==> src/rtl/rsa_pkg.sv <==
// Shared RSA key constants and the decryptor FSM state encoding.
// The encryptor uses the same key pair, so the constants live here.
package rsa_pkg;

    localparam int unsigned RSA_WIDTH = 8;
    localparam int unsigned RSA_N     = 187;
    localparam int unsigned RSA_E     = 7;
    localparam int unsigned RSA_D     = 23;
    localparam int unsigned RSA_EXP_W = 8;

    typedef enum logic [2:0] {
        ST_IDLE = 3'd0,
        ST_LOAD = 3'd1,
        ST_SQR  = 3'd2,
        ST_MUL  = 3'd3,
        ST_NEXT = 3'd4,
        ST_DONE = 3'd5
    } rsa_state_e;

endpackage

==> src/rtl/rsa_modmul.sv <==
// Sequential modular multiplier: result = a*b mod N, one multiplier bit per cycle.
// done pulses WIDTH+2 cycles after start; operands must already be reduced below N.
module rsa_modmul
    import rsa_pkg::*;
#(
    parameter int unsigned WIDTH = RSA_WIDTH,
    parameter int unsigned N     = RSA_N
) (
    input  logic             clk,
    input  logic             rst,
    input  logic             start,
    input  logic [WIDTH-1:0] a,
    input  logic [WIDTH-1:0] b,
    output logic             done,
    output logic [WIDTH-1:0] result
);

    localparam int unsigned      CW  = $clog2(WIDTH + 1);
    localparam logic [WIDTH-1:0] N_W = WIDTH'(N);
    localparam logic [WIDTH:0]   N_X = {1'b0, N_W};

    function automatic logic [WIDTH-1:0] reduce(input logic [WIDTH:0] x);
        reduce = WIDTH'((x >= N_X) ? (x - N_X) : x);
    endfunction

    logic [WIDTH-1:0] a_q, a_d, b_q, b_d, r_q, r_d, result_q, result_d;
    logic [CW-1:0]    cnt_q, cnt_d;
    logic             run_q, run_d, done_q, done_d;
    logic [WIDTH-1:0] r_mid_s, r_new_s;
    logic [WIDTH:0]   r_sum_s;

    // One interleaved iteration: double-and-reduce, then conditional add-and-reduce.
    always_comb begin
        r_mid_s = reduce({r_q, 1'b0});
        if (a_q[WIDTH-1]) begin
            r_sum_s = {1'b0, r_mid_s} + {1'b0, b_q};
        end else begin
            r_sum_s = {1'b0, r_mid_s};
        end
        r_new_s = reduce(r_sum_s);
    end

    // Sequencing: setup on start, WIDTH iterations, then publish result with a done pulse.
    always_comb begin
        a_d      = a_q;
        b_d      = b_q;
        r_d      = r_q;
        cnt_d    = cnt_q;
        run_d    = run_q;
        result_d = result_q;
        done_d   = 1'b0;
        if (start) begin
            a_d   = a;
            b_d   = b;
            r_d   = '0;
            cnt_d = CW'(WIDTH);
            run_d = 1'b1;
        end else if (run_q) begin
            if (cnt_q != '0) begin
                r_d   = r_new_s;
                a_d   = a_q << 1;
                cnt_d = cnt_q - CW'(1);
            end else begin
                result_d = r_q;
                done_d   = 1'b1;
                run_d    = 1'b0;
            end
        end else begin
            run_d = 1'b0;
        end
    end

    // Multiplier state registers with synchronous active-low reset.
    always_ff @(posedge clk) begin
        if (!rst) begin
            a_q      <= '0;
            b_q      <= '0;
            r_q      <= '0;
            cnt_q    <= '0;
            run_q    <= 1'b0;
            result_q <= '0;
            done_q   <= 1'b0;
        end else begin
            a_q      <= a_d;
            b_q      <= b_d;
            r_q      <= r_d;
            cnt_q    <= cnt_d;
            run_q    <= run_d;
            result_q <= result_d;
            done_q   <= done_d;
        end
    end

    assign done   = done_q;
    assign result = result_q;

endmodule

==> src/rtl/rsa_modexp_decryptor.sv <==
// RSA decryption engine: decrypted = cipher^D mod N via constant-time square-and-multiply.
// Every key bit costs a square and a multiply, so latency does not depend on D.
module rsa_modexp_decryptor
    import rsa_pkg::*;
#(
    parameter int unsigned WIDTH = RSA_WIDTH,
    parameter int unsigned N     = RSA_N,
    parameter int unsigned D     = RSA_D,
    parameter int unsigned EXP_W = RSA_EXP_W
) (
    input  logic             clk,
    input  logic             rst,
    input  logic             in_valid,
    output logic             in_ready,
    input  logic [WIDTH-1:0] cipher,
    output logic             out_valid,
    input  logic             out_ready,
    output logic [WIDTH-1:0] decrypted,
    output logic             range_err
);

    localparam int unsigned      KW     = (EXP_W > 1) ? $clog2(EXP_W) : 1;
    localparam logic [EXP_W-1:0] D_BITS = EXP_W'(D);
    localparam logic [WIDTH-1:0] N_W    = WIDTH'(N);

    rsa_state_e       state_q, state_d;
    logic [WIDTH-1:0] base_q, base_d, acc_q, acc_d, dec_q, dec_d;
    logic [KW-1:0]    k_q, k_d;
    logic             rerr_q, rerr_d, out_valid_q, out_valid_d;
    logic             mm_start_s, mm_done_s;
    logic [WIDTH-1:0] mm_a_s, mm_b_s, mm_result_s;

    rsa_modmul #(
        .WIDTH (WIDTH),
        .N     (N)
    ) u_modmul (
        .clk    (clk),
        .rst    (rst),
        .start  (mm_start_s),
        .a      (mm_a_s),
        .b      (mm_b_s),
        .done   (mm_done_s),
        .result (mm_result_s)
    );

    // State and datapath registers with synchronous active-low reset.
    always_ff @(posedge clk) begin
        if (!rst) begin
            state_q     <= ST_IDLE;
            base_q      <= '0;
            acc_q       <= '0;
            k_q         <= '0;
            dec_q       <= '0;
            rerr_q      <= 1'b0;
            out_valid_q <= 1'b0;
        end else begin
            state_q     <= state_d;
            base_q      <= base_d;
            acc_q       <= acc_d;
            k_q         <= k_d;
            dec_q       <= dec_d;
            rerr_q      <= rerr_d;
            out_valid_q <= out_valid_d;
        end
    end

    // Next-state and datapath update.
    always_comb begin
        state_d     = state_q;
        base_d      = base_q;
        acc_d       = acc_q;
        k_d         = k_q;
        dec_d       = dec_q;
        rerr_d      = rerr_q;
        out_valid_d = 1'b0;
        case (state_q)
            ST_IDLE: begin
                if (in_valid) begin
                    base_d = cipher;
                    acc_d  = WIDTH'(1);
                    k_d    = KW'(EXP_W - 1);
                    if (cipher >= N_W) begin
                        state_d = ST_DONE;
                        dec_d   = '0;
                        rerr_d  = 1'b1;
                    end else begin
                        state_d = ST_LOAD;
                    end
                end else begin
                    state_d = ST_IDLE;
                end
            end
            ST_LOAD: state_d = ST_SQR;
            ST_SQR: begin
                if (mm_done_s) begin
                    acc_d   = mm_result_s;
                    state_d = ST_MUL;
                end else begin
                    state_d = ST_SQR;
                end
            end
            ST_MUL: begin
                if (mm_done_s) begin
                    acc_d   = D_BITS[k_q] ? mm_result_s : acc_q;
                    state_d = ST_NEXT;
                end else begin
                    state_d = ST_MUL;
                end
            end
            ST_NEXT: begin
                if (k_q == KW'(0)) begin
                    state_d = ST_DONE;
                    dec_d   = acc_q;
                    rerr_d  = 1'b0;
                end else begin
                    k_d     = k_q - KW'(1);
                    state_d = ST_SQR;
                end
            end
            ST_DONE: begin
                if (out_valid_q && out_ready) begin
                    state_d = ST_IDLE;
                end else begin
                    out_valid_d = 1'b1;
                end
            end
            default: state_d = ST_IDLE;
        endcase
    end

    // Multiplier launches are issued one cycle ahead so SQR and MUL each last WIDTH+2 cycles.
    always_comb begin
        in_ready   = (state_q == ST_IDLE);
        mm_start_s = 1'b0;
        mm_a_s     = acc_q;
        mm_b_s     = acc_q;
        case (state_q)
            ST_LOAD: mm_start_s = 1'b1;
            ST_NEXT: mm_start_s = (k_q != KW'(0));
            ST_SQR: begin
                mm_start_s = mm_done_s;
                mm_a_s     = mm_result_s;
                mm_b_s     = base_q;
            end
            default: mm_start_s = 1'b0;
        endcase
    end

    assign out_valid = out_valid_q;
    assign decrypted = dec_q;
    assign range_err = rerr_q;

endmodule

==> config.mk <==
export PLATFORM = sky130hd
export DESIGN_NAME = rsa_modexp_decryptor
export DESIGN_NICKNAME = d
export VERILOG_FILES = /design/src/rtl/rsa_pkg.sv /design/src/rtl/rsa_modmul.sv /design/src/rtl/rsa_modexp_decryptor.sv
export SDC_FILE = /design/constraint.sdc
export NUM_CORES = 1
export LEC_CHECK = 0
export CAP_MARGIN = 30
export CORE_MARGIN = 4
export CORE_UTILIZATION = 64
export CTS_CLUSTER_SIZE = 40
export DETAILED_ROUTE_END_ITERATION = 6
export PLACE_DENSITY = 0.83
export SLEW_MARGIN = 30
export SYNTH_ARGS = -nofsm -noshare
export SYNTH_HDL_FRONTEND = slang
export SYNTH_SLANG_ARGS = --single-unit
==> constraint.sdc <==
create_clock -name clk -period 5.7 [get_ports clk]
set_input_delay 1.14 -clock clk [delete_from_list [all_inputs] [get_ports clk]]
set_output_delay 1.14 -clock clk [all_outputs]
set_load 0.03 [all_outputs]
==> results of run 1 <==
area by class of cell:
class                   count  area (um2)
clock buffers              12         155
clock inverters             4        77.6
fillers                   462        1560
inverters                  14        52.6
multi-input cells         364        2360
flip-flops and latches     71        1420
well taps                  75        93.8
repair buffers             24         235
metal layers:
| layer | up-vias | GRT usage [%] | wire length (um) |
|---|---|---|---|
| li1 | 1732 | - | - |
| met1 | 1671 | 35.0 | 4230 |
| met2 | 137 | 39.1 | 4150 |
| met3 | 32 | 8.75 | 697 |
| met4 | 0 | 11.3 | 313 |
| met5 | - | 0 | 0 |
critical path: cells and delay by family, from the launching register on:
family / cells / cell delay [ns]
AOI/OAI and AO/OA: 7 / 2.24
adders and majority gates: 1 / 0.26
DFF: 1 / 0.54
and+or+nand+nor: 3 / 0.66
cells by family (layout without fill, tap and decap cells):
family | count (synthesis) | after routing | share of synthesized area (%)
AO/OA/AOI/OAI | 130 | 130 | 24.0
multiplexers | 17 | 17 | 4.63
AND/OR/NAND/NOR | 194 | 194 | 24.2
buffers and inverters | 43 | 54 | 4.72
flip-flops | 71 | 71 | 35.8
adder cells (fa/ha/maj) | 15 | 15 | 4.91
XOR/XNOR | 8 | 8 | 1.76
flip-flops by register name, summed over array words and instances (netlist names), named ones only:
signal / flops
acc_q: 8
u_modmul.b_q: 8
u_modmul.done: 1
u_modmul.r_q: 8
decrypted: 8
base_q: 8
u_modmul.cnt_q: 4
out_valid: 1
range_err: 1
u_modmul.a_q: 8
u_modmul.result: 8
k_q: 3
state_q: 3
u_modmul.run_q: 1
synthesized netlist by cell type (5+ instances only):
library cell / n / area share [%]
nor2b_1: 11 / 1.7
nand2_1: 53 / 5.0
nand2b_1: 5 / 0.79
and3_1: 10 / 1.6
o21ai_0: 12 / 1.5
nor2_1: 48 / 4.5
nor3_1: 13 / 1.6
or2_2: 5 / 0.79
inv_1: 12 / 1.1
a211oi_1: 20 / 3.8
mux2i_1: 11 / 2.8
a22oi_1: 8 / 1.5
o211ai_1: 5 / 0.94
clkbuf_1: 21 / 2.0
nand3_1: 20 / 2.5
a21oi_1: 43 / 5.4
ha_1: 14 / 4.4
dfxtp_1: 71 / 36
power by group:
| group | internal [mW] | total [mW] | switching (mW) |
|---|---|---|---|
| sequential | 0.534 | 0.575 | 0.0406 |
| combinational | 0.103 | 0.261 | 0.158 |
| clock | 0.272 | 0.460 | 0.187 |
per-stage QoR:
stage	cells	total power [mW]	setup slack, ns
after floorplan	478	0.781	2.41
after global placement	548	0.833	2.10
after detailed placement	548	0.840	1.96
after CTS	564	1.29	1.99
after global routing	564	1.36	1.71
final	564	1.30	1.88
final timing paths:
check,to,slack (ns),cells after the start
worst max-delay path,u_modmul.r_q[3]$_SDFFE_PP0P_,1.88,11
worst min-delay path,base_q[3]$_SDFFE_PN0P_,0.47,2
worst max register to register,u_modmul.r_q[3]$_SDFFE_PP0P_,1.88,11
worst min register to register,base_q[3]$_SDFFE_PN0P_,0.47,2
==> metrics.md, run 1 <==
| Metric | Value |
|---|---|
| Status | finished, violations left |
| Failing checks | DRC |
| Startpoint types | flop |
| Post-DRT Antenna Nets | 0 |
| Via count | 3572 |
| Setup repair bufs after CTS | 0 |
| Final period util | about two thirds |
| Die H | between 80 and 90 um |
| Vias per inst | about 6.3 |
| Die Footprint | 0.00753 mm2 |
| # nets final | 511 |
| TritonRoute pass-1 iters | 7 |
| Setup crit start | u_modmul.r_q[4]$_SDFFE_PP0P_ |
| Worst VDD drop | between 200 and 250 uV |
| Synthesized area | a little under 0.004 mm2 |
| # IOs | 23 |
| Clock-pin slew on the worst setup and hold paths | ~0.080 ns |
| Ant. Diodes | 0 |
| Starting Density | 66.7% |
| Synthesis warning total | 0 |
| Critical Path Fanout Max | 9 |
| Layout Skew | about 0.014 ns |
| F_max | 262 MHz |
| Layout area overhead | 10.7% |
| Critical Path, Cell by Cell | a41oi_2 > a211oi_1 > or2_2 > ha_1 > o21ai_0 > nor2_1 > o311ai_1 > o2bb2ai_1 > o311ai_4 > a211oi_1 > or3_1 |
| Crit path required time | 5.94 ns |
| Total track usage | a little over a quarter |
| Reg-to-Reg Start | u_modmul.r_q[4]$_SDFFE_PP0P_ |
| Ys async rst share | 0% |
| IO buf count | 22 |
| Clock Tree Buf Depth | 2 |
| Row count | 28 |
| Cell leakage power | 1.67 nW |
| Htree depth | 3 |
| Period minus WS final | 3.82 ns |
| Worst hold path type | flop to flop |
| Iter 0 DRT Violations | 313 |
| Critical path class | flop to flop |
| CP Capture Type | flop |
| Pwr/cell area | 294 mW/mm2 |
| Vias in the first global route | approximately 3300 |
| Leading cell types in the layout, fill and taps excluded | 71 x dfxtp_1, 53 x nand2_1, 48 x nor2_1 |
| # setup viols final | 0 |
| Die Wd | 86.8 um |
| RSZ-0062 raised after global routing | no |
| Layout cells sized above 1 | 10.0% |
| Commonest non-fill, non-tap cell in the layout | dfxtp_1 |
| Average wire per standard cell | 16.6 um |
| Clock Sinks | slightly above 70 |
| Largest net degree at the start of global routing | 55 |
| CTS tree | built |
| Sequential area share after synthesis | 35.8% |
| CTS buffer count | 9 |
| Initial antenna violation count | 0 |
| Clk root buf | clkbuf_8 |
| CP peak stage delay | about 0.57 ns |
| DRC errors left | 2 |
| Hold Worst Slack | 0.465 ns |
| Seq cells post-synth | 71 |
| Placed instance area | between 0.004 and 0.005 mm2 |
| Core area | 0.00596 mm2 |
| Mean Syn Cell Area | 8.31 um2 |
| Cts hold-fix bufs | 0 |
| Syn_nets | between 500 and 600 |
| Clk_lat worst skew | 0.35 ns |
| Pins Over Slew Limit | 0 |
| Grt total ovfl | 0 |
| Crit path top cell by count | a211oi_1 |
| Critical-path top delay cell | o311ai_1 |
| Fin util | 73.9% |
| Synth Flop Type | dfxtp_1 |
| Final cell area excluding filler cells | 0.00440 mm2 |
| Number of flops mapped to enable cells by yosys | 0 |
| Hold Path Origin | base_q[3]$_SDFFE_PN0P_ |
| Max-capacitance violation count | 0 |
| Netlist cell types | 75 |
| Crit path arrival time | 4.06 ns |
| Post-DP HPWL | 6810 um |
| Cells after Synth | 478 |
| First-pass GRT wire length | 15700 um |
| Final Hold Vio Count | 0 |
| Gpl congestion | 0.880 |
| Post_cts resized | 0 |
| Rel. slew slack | 38.9% |
| Setup TNS | 0 ns |
| Actual slew at the worst max-slew pin | 0.914 ns |
| Final wirelength | 9390 um |
(Power assumes the default switching activity.)
==> run 2: changes to the inputs <==
Settings changed: CORE_UTILIZATION 64 to 60, PLACE_DENSITY 0.83 to 0.78.
Clock period 5.7 ns to 3.6 ns, I/O delays scaled along.
==> metrics.md, run 2 (synthesized netlist as in run 1, its figures left out) <==
| Metric | Value |
|---|---|
| Status | complete, no violations |
| Hold Worst Slack | 0.460 ns |
| CP peak stage delay | 0.44 ns |
| Hold path depth | 2 |
| Layout area overhead | 14.4% |
| CTS tree | built |
| Clock Tree Buf Depth | 2 |
| Iter 0 DRT Violations | 257 |
| Clock Power Share | around 30% |
| Post-DRT Antenna Nets | 0 |
| # setup viols final | 0 |
| Worst VDD drop | between 300 and 400 uV |
| Pins Over Slew Limit | 0 |
| Startpoint types | flop |
| Vias per inst | 6.31 |
| # nets final | 525 |
| P_int | 1.31 mW |
| Net Sw Frac | 33.5% |
| Reg2reg end | u_modmul.r_q[3]$_SDFFE_PP0P_ |
| Multi-input combinational cell area | 0.00244 mm2 |
| Hold worst-path end | base_q[4]$_SDFFE_PN0P_ |
| Vias in the first global route | 3222 |
| Final Hold Vio Count | 0 |
| Critical path class | flop to flop |
| Layout cells sized above 1 | between 15 and 20% |
| Worst R2R Path Depth | 13 |
| Largest net degree at the start of global routing | 54 |
| Hold Path Origin | base_q[4]$_SDFFE_PN0P_ |
| Ant. Diodes | 0 |
| Die Wd | between 80 and 90 um |
| Die H | between 80 and 90 um |
| Rel. slew slack | 44.2% |
| Clk_lat worst skew | 0.35 ns |
| Average wire per standard cell | ~17 um |
| Grt total ovfl | 0 |
| Initial antenna violation count | 0 |
| Pwr/cell area | 433 mW/mm2 |
| Commonest non-fill, non-tap cell in the layout | dfxtp_1 |
| Reg power frac | 46.3% |
| First-pass GRT wire length | between 15000 and 20000 um |
| Crit path arrival time | 3.80 ns |
| Clock Sinks | 71 |
| Critical-path top delay cell | fa_1 |
| Filler cells | 489 |
| Reg2Reg Setup Slack | 0.04 ns |
| CTS buffer count | 9 |
| CP Capture Type | flop |
| Gpl congestion | 0.958 |
| Crit path top cell by count | ha_1 |
| Core area | 0.00639 mm2 |
| Switching pwr | roughly 0.66 mW |
| Register area | 0.00143 mm2 |
| Leading cell types in the layout, fill and taps excluded | 67 x dfxtp_1, 53 x nand2_1, 48 x nor2_1 |
| Via count | 3662 |
| Clock-pin slew on the worst setup and hold paths | ~0.08 ns |
| Final wirelength | just over 10000 um |
| Reg-to-Reg Start | u_modmul.r_q[4]$_SDFFE_PP0P_ |
| Layout Skew | 0.0135 ns |
| Critical Path, Cell by Cell | a41o_4 > a21oi_4 > inv_1 > ha_1 > fa_1 > mux2_2 > ha_1 > a31oi_1 > o2bb2ai_2 > o311ai_4 > buf_4 > and3_2 > or3_1 |
| F_max | between 200 and 300 MHz |
| Total track usage | 26.0% |
| Fin util | 71.2% |
| Die Footprint | 0.00799 mm2 |
| Final period util | 98.8% |
| # IOs | 23 |
| Actual slew at the worst max-slew pin | 0.835 ns |
| IO buf count | 22 |
| Clk root buf | clkbuf_8 |
| Cell leakage power | 1.72 nW |
| Row count | 29 |
| Period minus WS final | 3.56 ns |
| Post-DP HPWL | 7190 um |
| Setup crit start | u_modmul.r_q[4]$_SDFFE_PP0P_ |
| DRC errors left | 0 |
| Worst hold path type | flop to flop |
| Htree depth | 3 |
| Starting Density | 62.2% |
| Combinational power share | between 20% and 30% |
| Max-capacitance violation count | 0 |
| TritonRoute pass-1 iters | 5 |
| Crit path required time | 3.84 ns |
| Critical Path Fanout Max | 5 |
[run 2: power groups by stage]
stage	Clock, mW	Sequential, mW	Combinational, mW
3_3_place_gp	0	0.924	0.415
4_1_cts	0.610	0.907	0.434
6_report	0.603	0.910	0.453
3_5_place_dp	0	0.925	0.431
2_1_floorplan	0	0.894	0.342
5_1_grt	0.646	0.918	0.500
[run 2: worst max-delay path by stage]
stage          slack (ns)  cells past startpoint                      endpoint
3_3_place_gp         0.10                     11  u_modmul.r_q[3]$_SDFFE_PP0P_
6_report             0.04                     13  u_modmul.r_q[3]$_SDFFE_PP0P_
2_1_floorplan        0.31                     13  u_modmul.r_q[3]$_SDFFE_PP0P_
4_1_cts              0.01                     12  u_modmul.r_q[3]$_SDFFE_PP0P_
5_1_grt             -0.02                     13  u_modmul.r_q[3]$_SDFFE_PP0P_
3_5_place_dp        -0.07                     11  u_modmul.r_q[3]$_SDFFE_PP0P_
[run 2: final cells by class]
cell class	count	share of cell area, %
multi-input combinational	364	53.7
timing repair buffer	38	7.49
inverter	14	1.16
clock inverter	6	1.10
sequential	71	31.4
clock buffer	10	3.03
tap	77	2.12
[run 2: layer usage]
layer | wire (um) | global-route usage [%] | vias up
li1 | - | - | 1765
met1 | 4610 | 37.5 | 1724
met2 | 4600 | 38.6 | 149
met3 | 706 | 5.90 | 24
met4 | 210 | 8.12 | 0
met5 | 0 | 0 | -
[run 2: timing repair]
action,in CTS,in global routing
gates resized for setup,1,17
setup endpoints to repair,1,8
pin swaps,0,2
hold buffers,0,0
setup buffers,0,3
[run 2: critical path: cells and delay by family, from the launching register on]
kind,cells,cell delay [ns]
flops,1,0.37
mux,1,0.33
buf+inv,2,0.23
simple gates,2,0.51
compound gates,5,1.07
fa+ha+maj,3,0.92
[run 2: per-stage QoR]
| stage | setup TNS, ns | worst slack (ns) | area (um2) | power (mW) | cells |
|---|---|---|---|---|---|
| after CTS | 0 | 0.0109 | 4450 | 1.95 | 577 |
| after global placement | 0 | 0.105 | 4250 | 1.34 | 561 |
| after detailed placement | -0.0747 | -0.0747 | 4250 | 1.36 | 561 |
| after floorplan | 0 | 0.306 | 3970 | 1.24 | 478 |
| final | 0 | 0.0447 | 4540 | 1.97 | 580 |
| after global routing | -0.0213 | -0.0213 | 4540 | 2.06 | 580 |
